**src/rtl/mem_access_unit.sv**
```systemverilog
// ---------------------------------------------------------------------------
// mem_access_unit
// Memory-stage unit of the pipeline. It takes the execute-stage results and
// performs LDUR/STUR accesses to a multi-cycle data memory over a req/ack
// handshake. It also produces the CBZ branch-taken signal.
//
// Ports
//   clk, reset     rising-edge clock, asynchronous active-high reset
//   memRead_M      load in the memory stage
//   memWrite_M     store in the memory stage (wins when both are set)
//   Branch_M       CBZ in the memory stage
//   zero_M         ALU zero flag
//   aluResult_M    effective address (N bits)
//   writeData_M    store data (N bits)
//   dm_req         memory request, held until ack or timeout
//   dm_we          1 = write, 0 = read; valid while dm_req
//   dm_addr        latched address; valid while dm_req
//   dm_wdata       latched store data; valid while dm_req
//   dm_rdata       read data, sampled when dm_ack is high
//   dm_ack         one-cycle completion strobe from memory
//   readData_M     registered load result, held until the next good load
//   stall_M        freeze PC and upstream registers
//   done_M         one-cycle pulse: access finished
//   misaligned_M   one-cycle pulse: unaligned address, access dropped
//   timeout_M      one-cycle pulse: access abandoned without ack
//   PCSrc_M        Branch_M & zero_M
// ---------------------------------------------------------------------------
module mem_access_unit #(
   parameter int N       = 64,
   parameter int TIMEOUT = 16
) (
   input  logic         clk,
   input  logic         reset,
   input  logic         memRead_M,
   input  logic         memWrite_M,
   input  logic         Branch_M,
   input  logic         zero_M,
   input  logic [N-1:0] aluResult_M,
   input  logic [N-1:0] writeData_M,
   output logic         dm_req,
   output logic         dm_we,
   output logic [N-1:0] dm_addr,
   output logic [N-1:0] dm_wdata,
   input  logic [N-1:0] dm_rdata,
   input  logic         dm_ack,
   output logic [N-1:0] readData_M,
   output logic         stall_M,
   output logic         done_M,
   output logic         misaligned_M,
   output logic         timeout_M,
   output logic         PCSrc_M
);

   typedef enum logic [1:0] {IDLE, BUSY, DONE} state_t;

   localparam int            CW       = $clog2(TIMEOUT) + 1;
   localparam logic [CW-1:0] CNT_LAST = CW'(TIMEOUT - 1);

   state_t        state, state_nxt;
   logic [CW-1:0] cnt;
   logic          acc, al, start, limit;

   assign acc   = memRead_M | memWrite_M;
   assign al    = (aluResult_M[2:0] == 3'b000);
   assign start = (state == IDLE) && acc && al;
   // Last BUSY cycle the memory is given; an ack in this cycle still counts.
   assign limit = (cnt == CNT_LAST);

   always_comb begin
      state_nxt = state;
      stall_M   = 1'b0;
      case (state)
         IDLE: begin
            if (acc && al) begin
               stall_M   = 1'b1;
               state_nxt = BUSY;
            end
         end
         BUSY: begin
            stall_M = 1'b1;
            if (dm_ack || limit) state_nxt = DONE;
         end
         DONE:    state_nxt = IDLE;
         default: state_nxt = IDLE;
      endcase
   end

   always_ff @(posedge clk or posedge reset) begin
      if (reset) state <= IDLE;
      else       state <= state_nxt;
   end

   always_ff @(posedge clk or posedge reset) begin
      if (reset) begin
         cnt          <= '0;
         dm_we        <= 1'b0;
         dm_addr      <= '0;
         dm_wdata     <= '0;
         readData_M   <= '0;
         misaligned_M <= 1'b0;
         timeout_M    <= 1'b0;
      end else begin
         misaligned_M <= (state == IDLE) && acc && !al;
         timeout_M    <= (state == BUSY) && !dm_ack && limit;
         if (start) begin
            dm_addr  <= aluResult_M;
            dm_wdata <= writeData_M;
            dm_we    <= memWrite_M;
         end
         if (state == BUSY) begin
            if (dm_ack || limit) cnt <= '0;
            else                 cnt <= cnt + CW'(1);
            if (dm_ack && !dm_we) readData_M <= dm_rdata;
         end
      end
   end

   assign dm_req  = (state == BUSY);
   assign done_M  = (state == DONE);
   assign PCSrc_M = Branch_M & zero_M;

endmodule
```
**config.mk**
```make
export PLATFORM = sky130hd
export DESIGN_NAME = mem_access_unit
export DESIGN_NICKNAME = d
export VERILOG_FILES = /design/src/rtl/mem_access_unit.sv
export SDC_FILE = /design/constraint.sdc
export NUM_CORES = 1
export LEC_CHECK = 0
export ABC_AREA = 1
export BUFFER_PORTS_ARGS = -buffer_cell sky130_fd_sc_hd__buf_2
export CORE_MARGIN = 10
export CORE_UTILIZATION = 35
export CTS_BUF_LIST = sky130_fd_sc_hd__clkbuf_2 sky130_fd_sc_hd__clkbuf_4 sky130_fd_sc_hd__clkbuf_8
export CTS_CLUSTER_DIAMETER = 40
export CTS_CLUSTER_SIZE = 10
export DETAILED_ROUTE_END_ITERATION = 8
export HOLD_SLACK_MARGIN = 0.05
export PLACE_DENSITY = 0.61
export SLEW_MARGIN = 20
export SYNTH_ARGS = -nofsm -noshare
export SYNTH_HDL_FRONTEND = slang
export SYNTH_SLANG_ARGS = --single-unit
```
**constraint.sdc**
```tcl
create_clock -name clk -period 11.2 [get_ports clk]
set_input_delay 0.56 -clock clk [delete_from_list [all_inputs] [get_ports clk]]
set_output_delay 0.56 -clock clk [all_outputs]
set_load 0.02 [all_outputs]
```
# ---- Word level (Yosys, flattened, before mapping)
# Index checks and enable logic that the tools add are counted.
dict set report word_totals {
  reg_bits 202
  in_bits 199
  out_inout_bits 199
  wordCells 37
}
dict set report classes {
  n_addsub 1
  n_eq_ne 5
  mux 6
  bitwise 2
  reduce_logical 15
}
# cell n
set ops {}
lappend ops {{1-bit logical AND} 7}
lappend ops {{5-bit by 1-bit adder with 5-bit output, second input constant} 1}
lappend ops {{5-bit by 4-bit equality test with 1-bit output, second input constant} 1}
lappend ops {{5-bit 2-to-1 mux} 1}
lappend ops {{2-bit 2-to-1 mux} 2}
lappend ops {{2-bit case mux with 2 select lines} 1}
lappend ops {{2-bit AND reduction} 2}
lappend ops {{1-bit zero test} 3}
lappend ops {{3-bit zero test} 1}
lappend ops {{2-bit by 1-bit equality test with 1-bit output, second input constant} 1}
lappend ops {{2-bit equality test, second input constant} 1}
lappend ops {{2-bit zero test} 1}
lappend ops {{2-bit by 1-bit != test with 1-bit output, second input constant} 1}
lappend ops {{2-bit != test, second input constant} 1}
lappend ops {{1-bit case mux with 2 select lines} 1}
lappend ops {{1-bit bitwise AND} 1}
lappend ops {{1-bit logical OR} 1}
lappend ops {{1-bit 2-to-1 mux} 1}
lappend ops {{1-bit bitwise OR} 1}

# ---- Depth between registers and ports, before layout
# Gate-level depths: netlist (run 1).
dict set report logic_depth {
  depth_word 4
  depth_mapped 8
}

# ---- Worst setup path after synthesis (run 1)
# No wires, ideal clock.
dict set report synth_timing {
  path_type {input port to output port}
  startpoint {input port memWrite_M}
  endpoint {output port stall_M}
  arrival_time_ns 1.355
  t_required_ns 10.640
  slack_ns 9.285
  stages 6
  n_path_buf 2
  path_cell_list {nor2_2 nor2_4 nand2_1 buf_4 buf_2 nand2_1}
}
dict set report synth_via {
  elab_chain_cells 4
}
# item line_no
set synth_lines {}
lappend synth_lines {{start: declaration} 35} ;# input logic memWrite_M,
lappend synth_lines {{1-bit bitwise OR} 63} ;# assign acc = memRead_M | memWrite_M;
lappend synth_lines {{1-bit logical AND} 74} ;# if (acc && al) begin
lappend synth_lines {{1-bit 2-to-1 mux} 74}
lappend synth_lines {{1-bit case mux with 2 select lines} 72} ;# case (state)
lappend synth_lines {{end: declaration} 47} ;# output logic stall_M,
# Every way passes these cells.

# ---- Worst setup path after layout (run 1)
dict set report layout_timing {
  startpoint {register state[1]}
  endpoint {output port stall_M}
}
dict set report layout_via {
  elab_chain_cells 2
}
# item line_no
set layout_lines {}
lappend layout_lines {{start: declaration} 59} ;# state_t state, state_nxt;
lappend layout_lines {{start signal: assignment} 90} ;# else state <= state_nxt;
lappend layout_lines {{2-bit by 1-bit equality test with 1-bit output / 2-bit zero test (equally long branches)} 72}
lappend layout_lines {{1-bit case mux with 2 select lines (*)} 72}
# Every way passes the cells marked *; elsewhere a longest branch is shown, timed or not.

==> results of run 1 <==
## per-layer routing
layer  up-vias  track usage (%)  routed length [um]
met2       337            28.06               12590
met4         2            4.008                 493
met5         -                0                  13
met1      3441            20.89               10840
met3        43            8.479                3444
li1       3571                -                   -
## cell families (layout without fill, tap and decap cells)
family                   Yosys count  after routing
AO/OA/AOI/OAI                      4              4
XOR/XNOR                           1              1
adder cells (fa/ha/maj)            2              2
buffers and inverters             76            473
flip-flops                       202            202
other                              0              1
AND/OR/NAND/NOR                  601            601
## where the power goes
part / leakage, nW / internal [mW] / switching [mW]
logic: 3.49 / 0.250 / 0.554
clock network: 0.384 / 0.433 / 0.299
registers: 2.54 / 0.936 / 0.106
total: 6.41 / 1.62 / 0.960
## per-stage QoR
stage / setup slack (ns) / total power [mW] / area [um^2]
6_report: 8.012 / 2.580 / 10880
3_5_place_dp: 8.236 / 1.872 / 10130
2_1_floorplan: 5.129 / 1.526 / 7978
4_1_cts: 7.936 / 2.619 / 10880
5_1_grt: 7.794 / 2.743 / 10880
3_3_place_gp: 8.240 / 1.859 / 10120
## final timing paths
path                                               to                     from  cells after the start  slack [ns]
setup / recovery                              stall_M     state[1]$_DFFE_PP0P_                      7        8.01
min in group clk              dm_addr[35]$_DFFE_PP0P_          aluResult_M[35]                      3        0.21
hold reg to reg               dm_wdata[0]$_DFFE_PP0P_  dm_wdata[0]$_DFFE_PP0P_                      2        0.46
hold / removal             readData_M[62]$_DFFE_PP0P_                    reset                      2        0.15
setup reg to reg             dm_wdata[47]$_DFFE_PP0P_     state[1]$_DFFE_PP0P_                      8        8.61
max in group asynchronous  readData_M[19]$_DFFE_PP0P_                    reset                      3        9.71
## sequential cells by signal (all words and copies together), names as in the netlist
name and flops:
timeout_M 1, dm_addr 64, state 2, dm_we 1, cnt 5, dm_wdata 64, misaligned_M 1, readData_M 64
## cell usage after synthesis (2+ instances only)
cell type,count
ha_1,2
buf_4,5
inv_1,12
inv_2,2
nand2_1,393
nor2_1,10
clkbuf_1,22
nand3_1,192
o22ai_1,2
buf_2,35
dfrtp_1,202
## cells in the final DEF (no fill, tap or decap), types with 3 or more instances in the layout
master     count
buf_2        397
buf_4          7
dfrtp_1      202
clkbuf_4       3
nand3_1      192
clkinv_2       5
bufinv_16      5
clkbuf_8      38
inv_1         11
nand2_1      391
nor2_4         3
nor2_1         8
## area by class of cell
type,instances,area (um^2),share of cell area (%)
flip-flops and latches,202,5055,46.45
multi-input cells,608,2611,23.99
repair buffers,405,2051,18.84
clock buffers,41,545.5,5.013
well taps,285,356.6,3.277
clock inverters,13,201.4,1.851
inverters,14,60.06,0.5519
diodes,1,2.502,0.02299
## critical path, stage by stage (launching register included)
cell and delay [ns]:
dfrtp_1 0.41, inv_2 0.08, nand2_2 0.08, nor2_4 0.07, buf_4 0.49, nand2_4 0.51, nand2_1 0.18, buf_2 0.20
==> metrics.cfg, run 1 <==
[synth]
seq_area_frac_synth_pct = 63.36
synth_top_area_share_pct = 63.36
yosys.area_share.simple_pct = 31.57
yosysTopAreaCell = dfrtp_1
yosys.area_share.adder_pct = 0.3137
muxShareOfSynthArea_pct = 0
synth_cell_types = 20
ys_ff_latch = 202
synth_fp_nets = 1087
synth_ff_type = dfrtp_1
syn_inst = 886
synth_top_family_by_area = simple AND/OR/NAND/NOR gates
netlist_area_mm2 = 0.007978
async_flop_share_pct = 100.0
synth_compound_gate_area_share_pct = 0.2823
syn_avg_cell_area_um2 = 9.004
synth-xor-area-share_pct = 0.1098
synth-edff-count = 0
synth_area_leaders = dfrtp_1 (63%), nand2_1 (18%), nand3_1 (12%)
synth_warnings = 0

[global_route]
grt_use_total_pct = 17.55
grt_start_max_net_pins = 125
grt_pass1_vias = 7328
grt_pass1_wl_um = 41390
antenna_found_initial = 2
grt-ovfl-total = 0

[final_layout]
synthToLayoutAreaGrowth_pct = 36.42
layoutNonFillerInstCount = 1569
utilization_pct = 48.36
fillCellCount = 2232
nets = 1463
drive_gt1_share_pct = 36.63

[clock_tree]
htree_levels = 1
cts_hold_buf = 0
insertion_delay_ns = 0.58
clk_pin_slew_worst_paths_ns = 0.07
cts.sinks = 202
cts_resized = 0
cts-buffers-inserted = 31
postCtsSetupBuffers = 0
cts_root_buf = clkbuf_8
cts_buffer_depth = 3
cts_tree = yes

[sta]
finalClockSkew_ns = 0.02322
finalSetupViolCount = 0
rsz0062_at_grt = false
max_freq_ghz = 0.3137
period_needed_ns = 3.188
final.period_utilization_pct = 28.46
tns_ns = 0
worst_slew_pin_slew_ns = 0.9133
whs_ns = 0.1468
finalHoldViolCount = 0
slew_viol_final = 0
relSlewSlack_pct = 39.12

[run_status]
status = finished, final reports clean

[power_and_ir_drop]
ir_drop_v = 0.0001241
p_leak_nw = 6.415
p_per_area_mw_per_mm2 = 237.1

[setup_path]
critPathCaptureType = primary output
cp_max_fo = 59
worst-setup-path-type = flop to primary output
cp.required_ns = 10.64
arrival_ns = 2.63
critPathLaunchType = flop

[hold_path]
hold_class = input port to asynchronous set/reset pin

[floorplan]
initial_core_util_pct = 35.45
die_area_mm2 = 0.02923
ioPinCount = 398
fp-row-count = 55
dieWidth_um = 171.0
coreArea_mm2 = 0.02250
die_h_um = 171.0

[route]
via_per_inst = 4.713
drt_iter0_drc = 498
ant_nets = 0
vias = 7394
first_pass_iters = 4
avgRoutedWirePerCell_um = 17.45
drc = 0
wirelength_um = 27380

[place]
dp_hpwl_um = 19140
gp_congestion = 0.7721
dp.cells = 1514
port_buffers = 397

[run]
cap_violations = 0

No activity file was read; power rests on OpenSTA's default activity.
==> inputs of run 2 (changes only) <==
--- a/config.mk
+++ b/config.mk
@@ -5,7 +5,7 @@
 export SDC_FILE = /design/constraint.sdc
 export NUM_CORES = 1
 export LEC_CHECK = 0
-export ABC_AREA = 1
+export ABC_AREA = 0
 export BUFFER_PORTS_ARGS = -buffer_cell sky130_fd_sc_hd__buf_2
 export CORE_MARGIN = 10
 export CORE_UTILIZATION = 35
==> constraint.sdc (replaced) <==
create_clock -name clk -period 3 [get_ports clk]
set_input_delay 0.15 -clock clk [delete_from_list [all_inputs] [get_ports clk]]
set_output_delay 0.15 -clock clk [all_outputs]
set_load 0.02 [all_outputs]
==> metrics.cfg, run 2 <==
[clock_tree]
cts_root_buf = clkbuf_8  ; unchanged
cts_tree = yes  ; unchanged
postCtsSetupBuffers = 0  ; unchanged
insertion_delay_ns = 0.50  ; was 0.58 ns
htree_levels = 2  ; was 1
cts_buffer_depth = 3  ; unchanged
cts.sinks = 202  ; unchanged
cts-buffers-inserted = 35  ; was 31
clk_pin_slew_worst_paths_ns = 0.07  ; about the same

[floorplan]
fp-row-count = 55  ; unchanged
initial_core_util_pct = 35.40  ; was 35.45%
die_area_mm2 = 0.02919  ; was 0.02923 mm^2
ioPinCount = 398  ; unchanged
coreArea_mm2 = 0.02250  ; unchanged
dieWidth_um = 170.9  ; was 171.0 um
die_h_um = 170.9  ; was 171.0 um

[power_and_ir_drop]
p_leak_nw = 6.669  ; was 6.415 nW
ir_drop_v = 0.0004313  ; was 0.0001241 V
p_per_area_mw_per_mm2 = 837.4  ; was 237.1 mW/mm^2

[global_route]
grt_start_max_net_pins = 108  ; was 125
grt_use_total_pct = 16.62  ; was 17.55%
grt-ovfl-total = 0  ; unchanged
grt_pass1_vias = 6943  ; was 7,328
antenna_found_initial = 1  ; was 2
grt_pass1_wl_um = 38700  ; was 41,390 um

[synth]
netlist_area_mm2 = 0.007966  ; was 0.007978 mm^2
synth-xor-area-share_pct = 0  ; was 0.1098%
yosys.area_share.simple_pct = 1.775  ; was 31.57%
synth_area_leaders = dfrtp_1 (63%), mux2_4 (18%), mux2_2 (13%)  ; was dfrtp_1 (63%), nand2_1 (18%), nand3_1 (12%)
synth_compound_gate_area_share_pct = 0.6125  ; was 0.2823%
syn_inst = 453  ; was 886
post-synth-top-count-cell = dfrtp_1  ; was nand2_1
synth_ff_type = dfrtp_1  ; unchanged
synth_warnings = 0  ; unchanged
synth_top_cells_by_count = dfrtp_1 (202), mux2_4 (96), mux2_2 (94)  ; was nand2_1 (393), dfrtp_1 (202), nand3_1 (192)
synth_cell_types = 26  ; was 20
ys_ff_latch = 202  ; unchanged
synth-edff-count = 0  ; unchanged
synth_fp_nets = 654  ; was 1,087
syn_avg_cell_area_um2 = 17.59  ; was 9.004 um^2
yosysTopAreaCell = dfrtp_1  ; unchanged
async_flop_share_pct = 100.0  ; unchanged
synth_top_area_share_pct = 63.45  ; was 63.36%
muxShareOfSynthArea_pct = 31.38  ; was 0%
seq_area_frac_synth_pct = 63.45  ; was 63.36%
yosys.area_share.adder_pct = 0.3141  ; was 0.3137%
synth_top_family_by_area = multiplexers  ; was simple AND/OR/NAND/NOR gates

[final_layout]
layoutNonFillerInstCount = 1376  ; was 1,569
mostFrequentLayoutCells = buf_2 (397), dfrtp_1 (202), dlygate4sd3_1 (194)  ; was buf_2 (397), nand2_1 (391), dfrtp_1 (202)
utilization_pct = 57.67  ; was 48.36%
reg.largest.list = dm_addr: 64 flops, dm_wdata: 64 flops, readData_M: 64 flops  ; unchanged
nets = 1265  ; was 1,463
final_common_cell = buf_2  ; unchanged
fillCellCount = 1771  ; was 2,232
synthToLayoutAreaGrowth_pct = 62.90  ; was 36.42%
drive_gt1_share_pct = 60.48  ; was 36.63%

[sta]
slew_viol_final = 0  ; unchanged
whs_ns = 0.3716  ; was 0.1468 ns
worst_slew_pin_slew_ns = 0.5849  ; was 0.9133 ns
rsz0062_at_grt = false  ; unchanged
finalHoldViolCount = 0  ; unchanged
period_needed_ns = 2.196
max_freq_ghz = 0.4554
relSlewSlack_pct = 61.00  ; was 39.12%
finalClockSkew_ns = 0.01558  ; was 0.02322 ns
final.period_utilization_pct = 73.19
tns_ns = 0  ; unchanged
finalSetupViolCount = 0  ; unchanged

[place]
gp_congestion = 0.7729  ; was 0.7721
dp.cells = 1118  ; was 1,514
port_buffers = 397  ; unchanged
dp_hpwl_um = 16940  ; was 19,140 um

[setup_path]
critPathLaunchType = flop  ; unchanged
cp_max_fo = 61  ; was 59
worst-setup-path-type = flop to flop  ; was flop to primary output
arrival_ns = 2.58  ; was 2.63 ns
critPathCaptureType = flop  ; was primary output
cp.required_ns = 3.38  ; was 10.64 ns

[route]
first_pass_iters = 4  ; unchanged
vias = 6045  ; was 7,394
avgRoutedWirePerCell_um = 18.39  ; was 17.45 um
drc = 0  ; unchanged
ant_nets = 0  ; unchanged
via_per_inst = 4.393  ; was 4.713
drt_iter0_drc = 332  ; was 498
wirelength_um = 25300  ; was 27,380 um

[hold_path]
hold_class = input port to asynchronous set/reset pin  ; unchanged

[run_status]
status = finished, final reports clean  ; unchanged

[run]
cap_violations = 0  ; unchanged

==> run 2: cell types whose count changed in the layout (fill, tap and decap cells not counted), moves of 8 or more <==
cell,delta
nand3_1,-190
dlygate4sd3_1,+194
nand2_1,-387
mux2_2,+94
mux2_4,+96
inv_1,-8
==> run 2: metrics by stage <==
stage | area (um^2) | total power [mW] | setup WS, ns
after floorplan | 7970 | 6.405 | 0.2337
after global placement | 10240 | 7.792 | 0.8558
after detailed placement | 10240 | 7.856 | 0.8304
after CTS | 12970 | 10.97 | 0.8242
after global routing | 12970 | 11.43 | 0.7507
final | 12980 | 10.87 | 0.8043
==> run 2: kinds of logic after synthesis <==
logic type	count (synthesis)
AO/OA/AOI/OAI	8
buffers and inverters	27
flip-flops	202
multiplexers	190
AND/OR/NAND/NOR	24
adder cells (fa/ha/maj)	2
==> run 2: where the power goes <==
| part | switching, mW | total (mW) | internal [mW] |
|---|---|---|---|
| combinational | 2.12 | 3.89 | 1.76 |
| sequential | 0.485 | 4.13 | 3.65 |
| clock | 1.16 | 2.85 | 1.69 |
==> run 2: worst paths after layout <==
kind                                   startpoint  slack, ns                  endpoint  cells past startpoint
hold / removal                              reset       0.37  dm_wdata[30]$_DFFE_PP0P_                      4
hold reg to reg            dm_addr[1]$_DFFE_PP0P_       0.48    dm_addr[1]$_DFFE_PP0P_                      1
max in group asynchronous                   reset       2.13   dm_addr[53]$_DFFE_PP0P_                      4
min in group clk                  writeData_M[39]       0.41  dm_wdata[39]$_DFFE_PP0P_                      3
setup reg to reg             state[0]$_DFFE_PP0P_       0.80  dm_wdata[29]$_DFFE_PP0P_                      3
setup / recovery             state[0]$_DFFE_PP0P_       0.80  dm_wdata[29]$_DFFE_PP0P_                      3
==> run 2: repair_timing <==
action,CTS,global route
gates resized for setup,0,0
hold endpoints to repair,397,0
hold buffers,194,0
==> run 2: area by class of cell <==
class	count	area, um^2	share of cell area [%]
Sequential cell	202	5055	38.95
Antenna cell	3	7.507	0.05785
Clock buffer	43	560.5	4.319
Inverter	4	18.77	0.1446
Tap cell	285	356.6	2.748
Timing Repair Buffer	597	4024	31.01
Clock inverter	18	231.5	1.784
Multi-Input combinational cell	224	2724	20.99
==> run 2: worst max-delay path, stage by stage (launching register included) <==
cell and delay [ns]:
dfrtp_1 0.44, or4b_4 0.85, buf_12 0.34, mux2_4 0.37
==> run 2: per-layer routing <==
metal  global-route usage (%)  routed length (um)  vias to the layer above  part of all wire, %
met1                    18.00                9366                     2919                   37
met3                    6.198                2294                       44                  9.1
met2                    29.33               13070                      256                   52
met5                        0                   0                        -                    0
li1                         -                   -                     2826                    -
met4                    5.558                 573                        0                  2.3
